`src/rtl/mem_cfg_pkg.sv`:
```
// Shared memory-access types: access width encoding, arbiter port ids and
// the byte count of each width.
package mem_cfg_pkg;

  typedef enum logic [1:0] {
    MEM_BYTE     = 2'd0,
    MEM_HALFWORD = 2'd1,
    MEM_WORD     = 2'd2
  } mem_width_t;

  typedef enum logic {
    PORT_A = 1'b0,
    PORT_B = 1'b1
  } arb_port_e;

  // Reserved width encodings report zero bytes so callers can flag them.
  function automatic logic [2:0] width_nbytes(mem_width_t width);
    case (width)
      MEM_BYTE:     return 3'd1;
      MEM_HALFWORD: return 3'd2;
      MEM_WORD:     return 3'd4;
      default:      return 3'd0;
    endcase
  endfunction

endpackage

```
`src/rtl/hippo_mem_arbiter.sv`:
```
// Round-robin arbiter giving two requesters one access per cycle to a shared
// memory, with range checking and 1-cycle response routing back to each port.
module hippo_mem_arbiter
  import mem_cfg_pkg::*;
#(
  parameter int MEMORY_DEPTH_BYTES = 1024,
  localparam int AddrWidth = $clog2(MEMORY_DEPTH_BYTES)
) (
  input  logic                 clk_i,
  input  logic                 rst_i,
  input  logic                 a_req_i,
  input  logic                 a_we_i,
  input  logic [AddrWidth-1:0] a_addr_i,
  input  mem_width_t           a_width_i,
  input  logic                 a_sign_extend_i,
  input  logic [31:0]          a_data_i,
  output logic                 a_gnt_o,
  output logic                 a_rvalid_o,
  output logic                 a_err_o,
  output logic [31:0]          a_rdata_o,
  input  logic                 b_req_i,
  input  logic                 b_we_i,
  input  logic [AddrWidth-1:0] b_addr_i,
  input  mem_width_t           b_width_i,
  input  logic                 b_sign_extend_i,
  input  logic [31:0]          b_data_i,
  output logic                 b_gnt_o,
  output logic                 b_rvalid_o,
  output logic                 b_err_o,
  output logic [31:0]          b_rdata_o,
  output logic [AddrWidth-1:0] mem_addr_o,
  output mem_width_t           mem_width_o,
  output logic                 mem_sign_extend_o,
  output logic [31:0]          mem_data_o,
  output logic                 mem_we_o,
  input  logic [31:0]          mem_data_i
);

  localparam int unsigned LastAddrInt = MEMORY_DEPTH_BYTES - 1;
  localparam logic [AddrWidth:0] LastAddr = LastAddrInt[AddrWidth:0];

  arb_port_e            prio_q, prio_d;
  logic                 pendValid_q, pendValid_d;
  arb_port_e            pendPort_q, pendPort_d;
  logic                 pendErr_q, pendErr_d;
  logic                 pendRead_q, pendRead_d;
  logic [AddrWidth-1:0] addr_q, addr_d;

  logic                 gntA, gntB, anyGnt;
  logic                 selWe, selSign;
  logic [AddrWidth-1:0] selAddr;
  mem_width_t           selWidth;
  logic [31:0]          selData;
  logic [2:0]           nbytes;
  logic [AddrWidth:0]   lastByte;
  logic                 accessErr;
  logic                 respA, respB;

  // Grant is combinational; nothing is granted while reset is held.
  always_comb begin
    gntA   = !rst_i && a_req_i && (!b_req_i || (prio_q == PORT_A));
    gntB   = !rst_i && b_req_i && !gntA;
    anyGnt = gntA || gntB;

    selWe    = gntB ? b_we_i          : a_we_i;
    selAddr  = gntB ? b_addr_i        : a_addr_i;
    selWidth = gntB ? b_width_i       : a_width_i;
    selSign  = gntB ? b_sign_extend_i : a_sign_extend_i;
    selData  = gntB ? b_data_i        : a_data_i;

    // Last touched byte in AddrWidth+1 bits so a carry past the top is visible.
    nbytes    = width_nbytes(selWidth);
    lastByte  = {1'b0, selAddr} + {{(AddrWidth-2){1'b0}}, nbytes}
              - {{AddrWidth{1'b0}}, 1'b1};
    accessErr = (nbytes == 3'd0) || (lastByte > LastAddr);
  end

  always_comb begin
    mem_addr_o        = anyGnt ? selAddr : addr_q;
    mem_width_o       = selWidth;
    mem_sign_extend_o = selSign;
    mem_data_o        = selData;
    mem_we_o          = anyGnt && selWe && !accessErr;
    a_gnt_o           = gntA;
    b_gnt_o           = gntB;

    respA      = !rst_i && pendValid_q && (pendPort_q == PORT_A);
    respB      = !rst_i && pendValid_q && (pendPort_q == PORT_B);
    a_rvalid_o = respA;
    b_rvalid_o = respB;
    a_err_o    = respA && pendErr_q;
    b_err_o    = respB && pendErr_q;
    a_rdata_o  = (respA && !pendErr_q && pendRead_q) ? mem_data_i : '0;
    b_rdata_o  = (respB && !pendErr_q && pendRead_q) ? mem_data_i : '0;
  end

  always_comb begin
    addr_d      = mem_addr_o;
    pendValid_d = anyGnt;
    pendPort_d  = gntB ? PORT_B : PORT_A;
    pendErr_d   = accessErr;
    pendRead_d  = !selWe;
    prio_d      = prio_q;
    if (a_req_i && b_req_i) begin
      prio_d = (prio_q == PORT_A) ? PORT_B : PORT_A;
    end
  end

  always_ff @(posedge clk_i) begin
    if (rst_i) begin
      prio_q      <= PORT_A;
      pendValid_q <= 1'b0;
      pendPort_q  <= PORT_A;
      pendErr_q   <= 1'b0;
      pendRead_q  <= 1'b0;
      addr_q      <= '0;
    end else begin
      prio_q      <= prio_d;
      pendValid_q <= pendValid_d;
      pendPort_q  <= pendPort_d;
      pendErr_q   <= pendErr_d;
      pendRead_q  <= pendRead_d;
      addr_q      <= addr_d;
    end
  end

endmodule

```
`config.mk`:
```
export PLATFORM = sky130hd
export DESIGN_NAME = hippo_mem_arbiter
export DESIGN_NICKNAME = d
export VERILOG_FILES = /design/src/rtl/mem_cfg_pkg.sv /design/src/rtl/hippo_mem_arbiter.sv
export SDC_FILE = /design/constraint.sdc
export NUM_CORES = 1
export LEC_CHECK = 0
export BUFFER_PORTS_ARGS = -buffer_cell sky130_fd_sc_hd__buf_2
export CAP_MARGIN = 0
export CORE_AREA = 2 2 94 96
export CTS_CLUSTER_SIZE = 12
export DETAILED_ROUTE_END_ITERATION = 8
export DIE_AREA = 0 0 96 98
export GPL_ROUTABILITY_DRIVEN = 0
export SKIP_CTS_REPAIR_TIMING = 1
export SYNTH_ARGS = -nofsm -noshare
export SYNTH_HDL_FRONTEND = slang
export SYNTH_SLANG_ARGS = --single-unit
```
`constraint.sdc`:
```
create_clock -name clk_i -period 5.1 [get_ports clk_i]
set_input_delay 0.51 -clock clk_i [delete_from_list [all_inputs] [get_ports clk_i]]
set_output_delay 0.51 -clock clk_i [all_outputs]
set_load 0.05 [all_outputs]
```
==> run summary, run 1 <==
drt total wl -> 7720 µm
num rows -> 34
WHS -> 0.485 ns
share of cells above drive strength 1 -> 48.6%
H-Tree Depth -> 1
I/O pins -> 244
Placement Cell Area -> 3170 µm²
initial antenna violation count -> 1
hpwl dp -> 6710 µm
Worst Skew -> 0.00349 ns
Clk Latency, worst-skew pair -> 0.25 ns
Final min period -> 4.08 ns
most common flop cell mapped by yosys -> dfxtp_1
Nets -> 674
Power Density -> 171 nW/µm²
outcome -> finished, final reports clean
Slew @ Worst Pin -> 0.906 ns
fraction of registers with async set/reset -> 0%
via-per-instance ratio -> 4.18
Critical Path End Type -> output pin
worst-path maximum fanout -> 16
maximum VDD drop -> 132 µV
post-route setup slack -> 1.02 ns
Worst Hold Class -> primary input to register
Crit Path Class -> primary input to output pin
DRT antenna net count -> 0
vias in the first global route -> 2,352
WL per Instance -> 12.0 µm
Clock Tree Root -> clkbuf_8
initial core utilization -> 22.2%
Die Span Y -> 98 µm
core area -> 8470 µm²
PortBufs -> 243
sequential area share after synthesis -> 16.0%
Starting DRT DRC Count -> 68
Layout area overhead -> 70.8%
first-pass GRT wire length -> 11,000 µm
Overflow after GRT -> 0
synthesized instance count -> 301
placed insts -> 637
CP Data Arrival Time -> 3.57 ns
worst path required time -> 4.59 ns
maxcap violations -> 0
die width -> 96 µm
post-layout power -> 549 µW
DRC -> 0
die area -> 9410 µm²
fin crit share -> 80.0%
TritonCTS clock tree -> done
clk buf depth -> 2
setup total negative slack -> 0 ns
final instance area -> 3210 µm²
CP Launch Type -> primary input
largest net degree at the start of global routing -> 35
Synth cell types -> 27
clk sinks -> 15
Finished Core Util -> 38.0%
synthesized area -> 1880 µm²
register bit total from synthesis -> 15
overall routing resource usage -> 14.3%
fin cells -> 642
Post-Place Setup Slack -> 0.972 ns
RSZ-0062 raised after global routing -> false
count of pins over their slew limit -> 0
final count of negative-setup-slack endpoints -> 0
via count -> 2,684
CTS Buf Count -> 3
Clock transition at path regs -> 0.06 ns
EDFF count, synth -> 0
relative slew slack -> 39.6%
fmax -> 245 MHz
Lkg Pwr -> 2.15 nW
Ys Warns -> 0
Avg Inst Size Synth -> 6.25 µm²
syn nets -> 441
Final Hold Viols -> 0
first drt pass iteration count -> 4
[cell usage in the layout (no fill, tap or decap), drive strengths merged, types with 2 or more instances in the layout]
| cell | netlist | final |
|---|---|---|
| mux2i | 13 | 13 |
| o21ai | 14 | 14 |
| nor2 | 2 | 2 |
| nand2 | 116 | 116 |
| dfxtp | 15 | 15 |
| and2 | 77 | 77 |
| and3b | 2 | 2 |
| ha | 12 | 12 |
| buf | 5 | 245 |
| a21oi | 4 | 4 |
| inv | 18 | 18 |
| clkbuf | 12 | 3 |
| a211oi | 2 | 2 |
| o211ai | 2 | 2 |
[routing by layer]
layer	wire length, µm	vias to the layer above	GRT usage [%]
li1	-	1394	-
met1	3140	1156	17.0
met2	3900	124	26.2
met3	575	10	2.16
met4	105	0	3.74
met5	0	-	0
[path summary, 6_finish.rpt]
check	slack [ns]	depth (start not counted)	endpoint	from
min	0.49	2	prio_q	rst_i
max	1.02	15	mem_we_o	a_req_i
min reg2reg	0.55	3	addr_q[3]	addr_q[3]
max reg2reg	2.05	12	pendErr_q	prio_q
[final cells by class]
| type | instances | area (µm²) |
|---|---|---|
| inverters | 18 | 67.6 |
| flip-flops and latches | 15 | 300 |
| clock buffers | 3 | 41.3 |
| fillers | 921 | 5250 |
| well taps | 108 | 135 |
| diodes | 1 | 2.50 |
| multi-input cells | 251 | 1430 |
| clock inverters | 1 | 5.00 |
| repair buffers | 245 | 1230 |
[power by group]
part           switching [mW]  internal, mW
Sequential            0.00391         0.125
Combinational           0.225        0.0996
Clock                  0.0409        0.0540
[synthesized netlist by cell type (2+ instances only)]
cell | n | share of area (%)
nand2_1 | 116 | 23
and2_1 | 77 | 26
dfxtp_1 | 15 | 16
inv_1 | 15 | 3.0
clkbuf_1 | 12 | 2.4
ha_1 | 12 | 8.0
mux2i_1 | 12 | 6.4
o21ai_1 | 8 | 2.1
a21oi_1 | 4 | 1.1
buf_4 | 4 | 1.6
inv_2 | 3 | 0.60
o21ai_0 | 3 | 0.80
o21ai_2 | 3 | 1.4
a211oi_1 | 2 | 0.80
and3b_1 | 2 | 0.93
nor2_1 | 2 | 0.40
[flip-flops by register name, indices dropped and copies added, names as in the netlist]
name	count
pendPort_q	1
pendRead_q	1
pendValid_q	1
pendErr_q	1
addr_q	10
prio_q	1
[worst max-delay path, stage by stage]
cell and delay (ns):
buf_2 0.11, inv_2 0.05, o211ai_4 0.43, buf_4 0.32, mux2i_1 0.31, nand2_1 0.09
ha_1 0.28, inv_1 0.04, ha_1 0.29, a211oi_1 0.22, o21ai_0 0.12, a21oi_1 0.18
xnor2_1 0.11, nor4_2 0.21, buf_2 0.31
[kinds of logic after synthesis]
| logic type | share of synthesized area, % |
|---|---|
| buf+inv | 8.18 |
| mux | 7.11 |
| xor+xnor | 0.931 |
| fa+ha+maj | 7.98 |
| flops | 16.0 |
| compound gates | 8.11 |
| simple gates | 51.7 |
Power figures use the tool's default switching activity.
==> run 2, diff against run 1 <==
==> constraint.sdc (replaced) <==
create_clock -name clk_i -period 3.7 [get_ports clk_i]
set_input_delay 0.37 -clock clk_i [delete_from_list [all_inputs] [get_ports clk_i]]
set_output_delay 0.37 -clock clk_i [all_outputs]
set_load 0.05 [all_outputs]
==> run 2 against run 1 <==
Global-route usage is 0.75 points higher. Non-clock buffer count is 3 higher. Via count is 0.37% lower. Wire length is 2.2% higher. Largest cell class unchanged. Largest power group unchanged.
==> run summary, run 2 (same netlist as run 1, synthesis figures left out) <==
first-pass GRT wire length -> 11,400 µm
FF/Latch Area -> 300 µm²
Post-Place Setup Slack -> 0.309 ns
Power Density -> 236 nW/µm²
TritonCTS clock tree -> done
DRT antenna net count -> 0
CP endpoint -> mem_we_o
initial antenna violation count -> 1
WL per Instance -> 12.2 µm
RR Endpoint -> pendErr_q
die area -> 9410 µm²
internal reg-to-reg setup slack -> 1.06 ns
Starting DRT DRC Count -> 69
Clock Tree Root -> clkbuf_8
Nets -> 677
Worst Hold Class -> primary input to register
PortBufs -> 243
count of pins over their slew limit -> 0
clk buf depth -> 2
Slowest Stage Delay on Critical Path -> 0.35 ns
Overflow after GRT -> 0
relative slew slack -> 34.0%
drt total wl -> 7890 µm
Reg2Reg Depth -> 11
maxcap violations -> 0
CTS Buf Count -> 3
largest net degree at the start of global routing -> 35
hpwl dp -> 6960 µm
core area -> 8470 µm²
RSZ-0062 raised after global routing -> false
Lkg Pwr -> 2.16 nW
initial core utilization -> 22.2%
fmax -> 288 MHz
DRC -> 0
via count -> 2,674
H-Tree Depth -> 1
Critical Path End Type -> output pin
worst-path cell chain -> o211ai_4 > mux2i_1 > nand2_1 > ha_1 > inv_1 > ha_1 > a211oi_1 > o21ai_0 > a21oi_1 > xnor2_1 > nor4_4 > clkbuf_4
worst-path maximum fanout -> 7
commonest non-fill, non-tap cell in the layout -> buf_2
post-route setup slack -> 0.231 ns
num rows -> 34
Die Span Y -> 98 µm
Clk Latency, worst-skew pair -> 0.25 ns
final count of negative-setup-slack endpoints -> 0
vias in the first global route -> 2,328
max reg flops -> 10
worst path required time -> 3.33 ns
Final Hold Viols -> 0
Most flops, register -> addr_q
via-per-instance ratio -> 4.15
I/O pins -> 244
Slew @ Worst Pin -> 0.990 ns
GRT met3 Usage -> 3.70%
met2 usage -> 26.5%
setup total negative slack -> 0 ns
r2r startpoint -> prio_q
GR peak layer -> met2
first drt pass iteration count -> 4
min-delay src -> rst_i
overall routing resource usage -> 15.1%
Worst Skew -> 0.00578 ns
fin crit share -> 93.8%
area of the multi-input gates -> 1440 µm²
share of cells above drive strength 1 -> 49.1%
outcome -> finished, final reports clean
CP Launch Type -> register
die width -> 96 µm
grt met1 use -> 18.6%
Clock transition at path regs -> 0.07 ns
Finished Core Util -> 38.5%
CP Launch Point -> prio_q
Final min period -> 3.47 ns
Layout area overhead -> 73.1%
CP most frequent cell -> ha_1
CP Data Arrival Time -> 3.10 ns
filler instances -> 927
clk sinks -> 15
commonest non-fill, non-tap cells in the layout -> buf_2, nand2_1, and2_1
Slowest-stage cell, CP -> dfxtp_1
maximum VDD drop -> 183 µV
Crit Path Class -> register to output pin
==> run 2: stage by stage <==
step	hold slack (ns)	area, µm²	cells	power, mW
finish	0.330	3260	645	0.770
floorplan	0.442	1890	301	0.490
detailed placement	0.535	3200	640	0.637
global placement	0.531	3200	640	0.635
CTS	0.327	3250	644	0.779
global route	0.338	3260	645	0.823
==> run 2: cell type report <==
cell class	instances	area share (%)
diodes	1	0.0768
clock buffers	3	1.27
clock inverters	1	0.230
inverters	18	2.07
multi-input cells	251	44.3
flip-flops and latches	15	9.22
well taps	108	4.15
repair buffers	248	38.7
==> run 2: worst min path at each step <==
stage / to / slack, ns / cells after the start
after global placement: addr_q[5] / 0.53 / 3
after floorplan: prio_q / 0.44 / 1
after detailed placement: addr_q[3] / 0.53 / 3
after CTS: prio_q / 0.33 / 2
after global routing: prio_q / 0.34 / 2
final: prio_q / 0.33 / 2
==> run 2: layer usage <==
| metal | share of wire [%] | vias to the layer above | wire [µm] |
|---|---|---|---|
| met1 | 40 | 1152 | 3190 |
| met4 | 1.1 | 0 | 87 |
| met2 | 48 | 113 | 3820 |
| li1 | - | 1403 | - |
| met5 | 0 | - | 0 |
| met3 | 10 | 6 | 787 |
==> run 2: power by group <==
| part | switching [mW] | leakage [nW] | internal (mW) |
|---|---|---|---|
| registers | 0.00495 | 0.124 | 0.173 |
| clock network | 0.0622 | 0.0217 | 0.0756 |
| logic | 0.314 | 2.01 | 0.141 |
==> run 2: worst max-delay path: cells and delay by family (launching register included) <==
kind | cells | cell delay (ns)
AND/OR/NAND/NOR | 2 | 0.31
multiplexers | 1 | 0.32
flip-flops | 1 | 0.35
buffers and inverters | 2 | 0.31
adder cells (fa/ha/maj) | 2 | 0.55
XOR/XNOR | 1 | 0.15
AO/OA/AOI/OAI | 4 | 0.85
==> run 3, diff against run 2 <==
==> constraint.sdc (replaced) <==
create_clock -name clk_i -period 3.7 [get_ports clk_i]
set_input_delay 0 -clock clk_i [delete_from_list [all_inputs] [get_ports clk_i]]
set_output_delay 0 -clock clk_i [all_outputs]
set_load 0.05 [all_outputs]
==> run 3 against run 2 <==
Sequential power hardly changed. Global-route usage is 0.60 points lower. Critical path depth is 3 higher. Utilization is 0.40 points lower. Register-to-register slack worse by 0.11 ns. Power is 0.13% lower. Non-clock buffer count is 2 lower. Flip-flop and latch count stayed put. Sequential share of layout area is 0.097 points higher. Critical endpoint unchanged. Highest routed layer unchanged. Maximum frequency is 6.1% higher. Clock skew is 0.0033 ns lower.
==> run summary, run 3 (same netlist as run 1, synthesis figures left out) <==
I/O pins -> 244
first-pass GRT wire length -> 11,000 µm
CP Data Arrival Time -> 3.27 ns
Worst Hold Class -> primary input to register
Comb pwr share -> 57.8%
clk sinks -> 15
H-Tree Depth -> 1
commonest non-fill, non-tap cell in the layout -> buf_2
via-per-instance ratio -> 4.07
count of pins over their slew limit -> 0
cell internal pwr -> 386 µW
final count of negative-setup-slack endpoints -> 0
vias in the first global route -> 2,318
die area -> 9410 µm²
Ant. Diodes -> 0
relative slew slack -> 39.3%
Die Span Y -> 98 µm
Overflow after GRT -> 0
TritonCTS clock tree -> done
setup total negative slack -> 0 ns
Layout area overhead -> 71.3%
largest net degree at the start of global routing -> 35
Lkg Pwr -> 2.15 nW
num rows -> 34
Final min period -> 3.27 ns
Clock transition at path regs -> 0.07 ns
worst path required time -> 3.70 ns
Worst Skew -> 0.00245 ns
Clock Tree Root -> clkbuf_8
WL per Instance -> 11.9 µm
die width -> 96 µm
WHS -> 0.0963 ns
Switching Fraction -> 49.8%
Crit Path Class -> primary input to output pin
switching power of the nets -> 383 µW
worst-path maximum fanout -> 15
post-layout power -> 769 µW
PortBufs -> 243
initial core utilization -> 22.2%
DRC -> 0
DRT antenna net count -> 0
max reg flops -> 10
clk buf depth -> 2
fmax -> 306 MHz
overall routing resource usage -> 14.5%
Critical Path End Type -> output pin
share of cells above drive strength 1 -> 48.5%
drt total wl -> 7620 µm
Final Hold Viols -> 0
maxcap violations -> 0
Slew @ Worst Pin -> 0.910 ns
Clk network pwr share -> 19.1%
commonest non-fill, non-tap cells in the layout -> buf_2, nand2_1, and2_1
Seq pwr share -> 23.1%
first drt pass iteration count -> 4
Starting DRT DRC Count -> 41
initial antenna violation count -> 0
via count -> 2,614
Nets -> 675
core area -> 8470 µm²
RSZ-0062 raised after global routing -> false
outcome -> finished, final reports clean
Finished Core Util -> 38.1%
Most flops, register -> addr_q
hpwl dp -> 6700 µm
CP Launch Type -> primary input
CTS Buf Count -> 3
Power Density -> 239 nW/µm²
fin crit share -> 88.3%
maximum VDD drop -> 146 µV
Clk Latency, worst-skew pair -> 0.26 ns
==> run 3: worst max-delay path, stage by stage <==
cell	delay (ns)
dlygate4sd3_1	0.54
buf_2	0.15
inv_2	0.20
o211ai_4	0.22
mux2i_1	0.29
nand2_1	0.10
ha_1	0.29
inv_1	0.04
ha_1	0.28
a211oi_1	0.24
o21ai_0	0.12
a21oi_1	0.18
xnor2_1	0.11
nor4_2	0.21
buf_2	0.30
==> run 3: final timing paths <==
path	endpoint	slack [ns]	cells past startpoint	from
worst min register to register	addr_q[3]	0.55	3	addr_q[3]
worst max-delay path	mem_we_o	0.43	15	rst_i
worst max register to register	pendErr_q	0.95	11	prio_q
worst min-delay path	prio_q	0.1	4	a_req_i
==> run 3: metal layers <==
layer  GRT usage [%]  up-vias  share of wire (%)
met5               0        -                  0
met4            4.18        0                2.5
met3            2.16       13                7.8
met2            26.3      115                 49
met1            17.1     1090                 41
li1                -     1396                  -
==> run 3: through the flow <==
stage | std cells | area [µm²] | setup WS (ns)
finish | 642 | 3220 | 0.431
CTS | 641 | 3210 | 0.365
detailed placement | 637 | 3170 | 0.659
global route | 642 | 3220 | 0.131
global placement | 637 | 3170 | 0.802
floorplan | 301 | 1880 | 0.108
==> run 3: layout make-up <==
| cell class | count | area, µm² |
|---|---|---|
| clock buffers | 3 | 41.3 |
| clock inverters | 1 | 7.51 |
| repair buffers | 246 | 1240 |
| inverters | 18 | 67.6 |
| fillers | 919 | 5240 |
| flip-flops and latches | 15 | 300 |
| multi-input cells | 251 | 1430 |
| well taps | 108 | 135 |
==> run 3: power groups by stage <==
stage               logic (mW)  clock network, mW  registers, mW
floorplan                0.307                  0          0.180
global placement         0.445                  0          0.181
detailed placement       0.448                  0          0.182
CTS                      0.449              0.151          0.178
global route             0.483              0.157          0.179
finish                   0.445              0.147          0.178
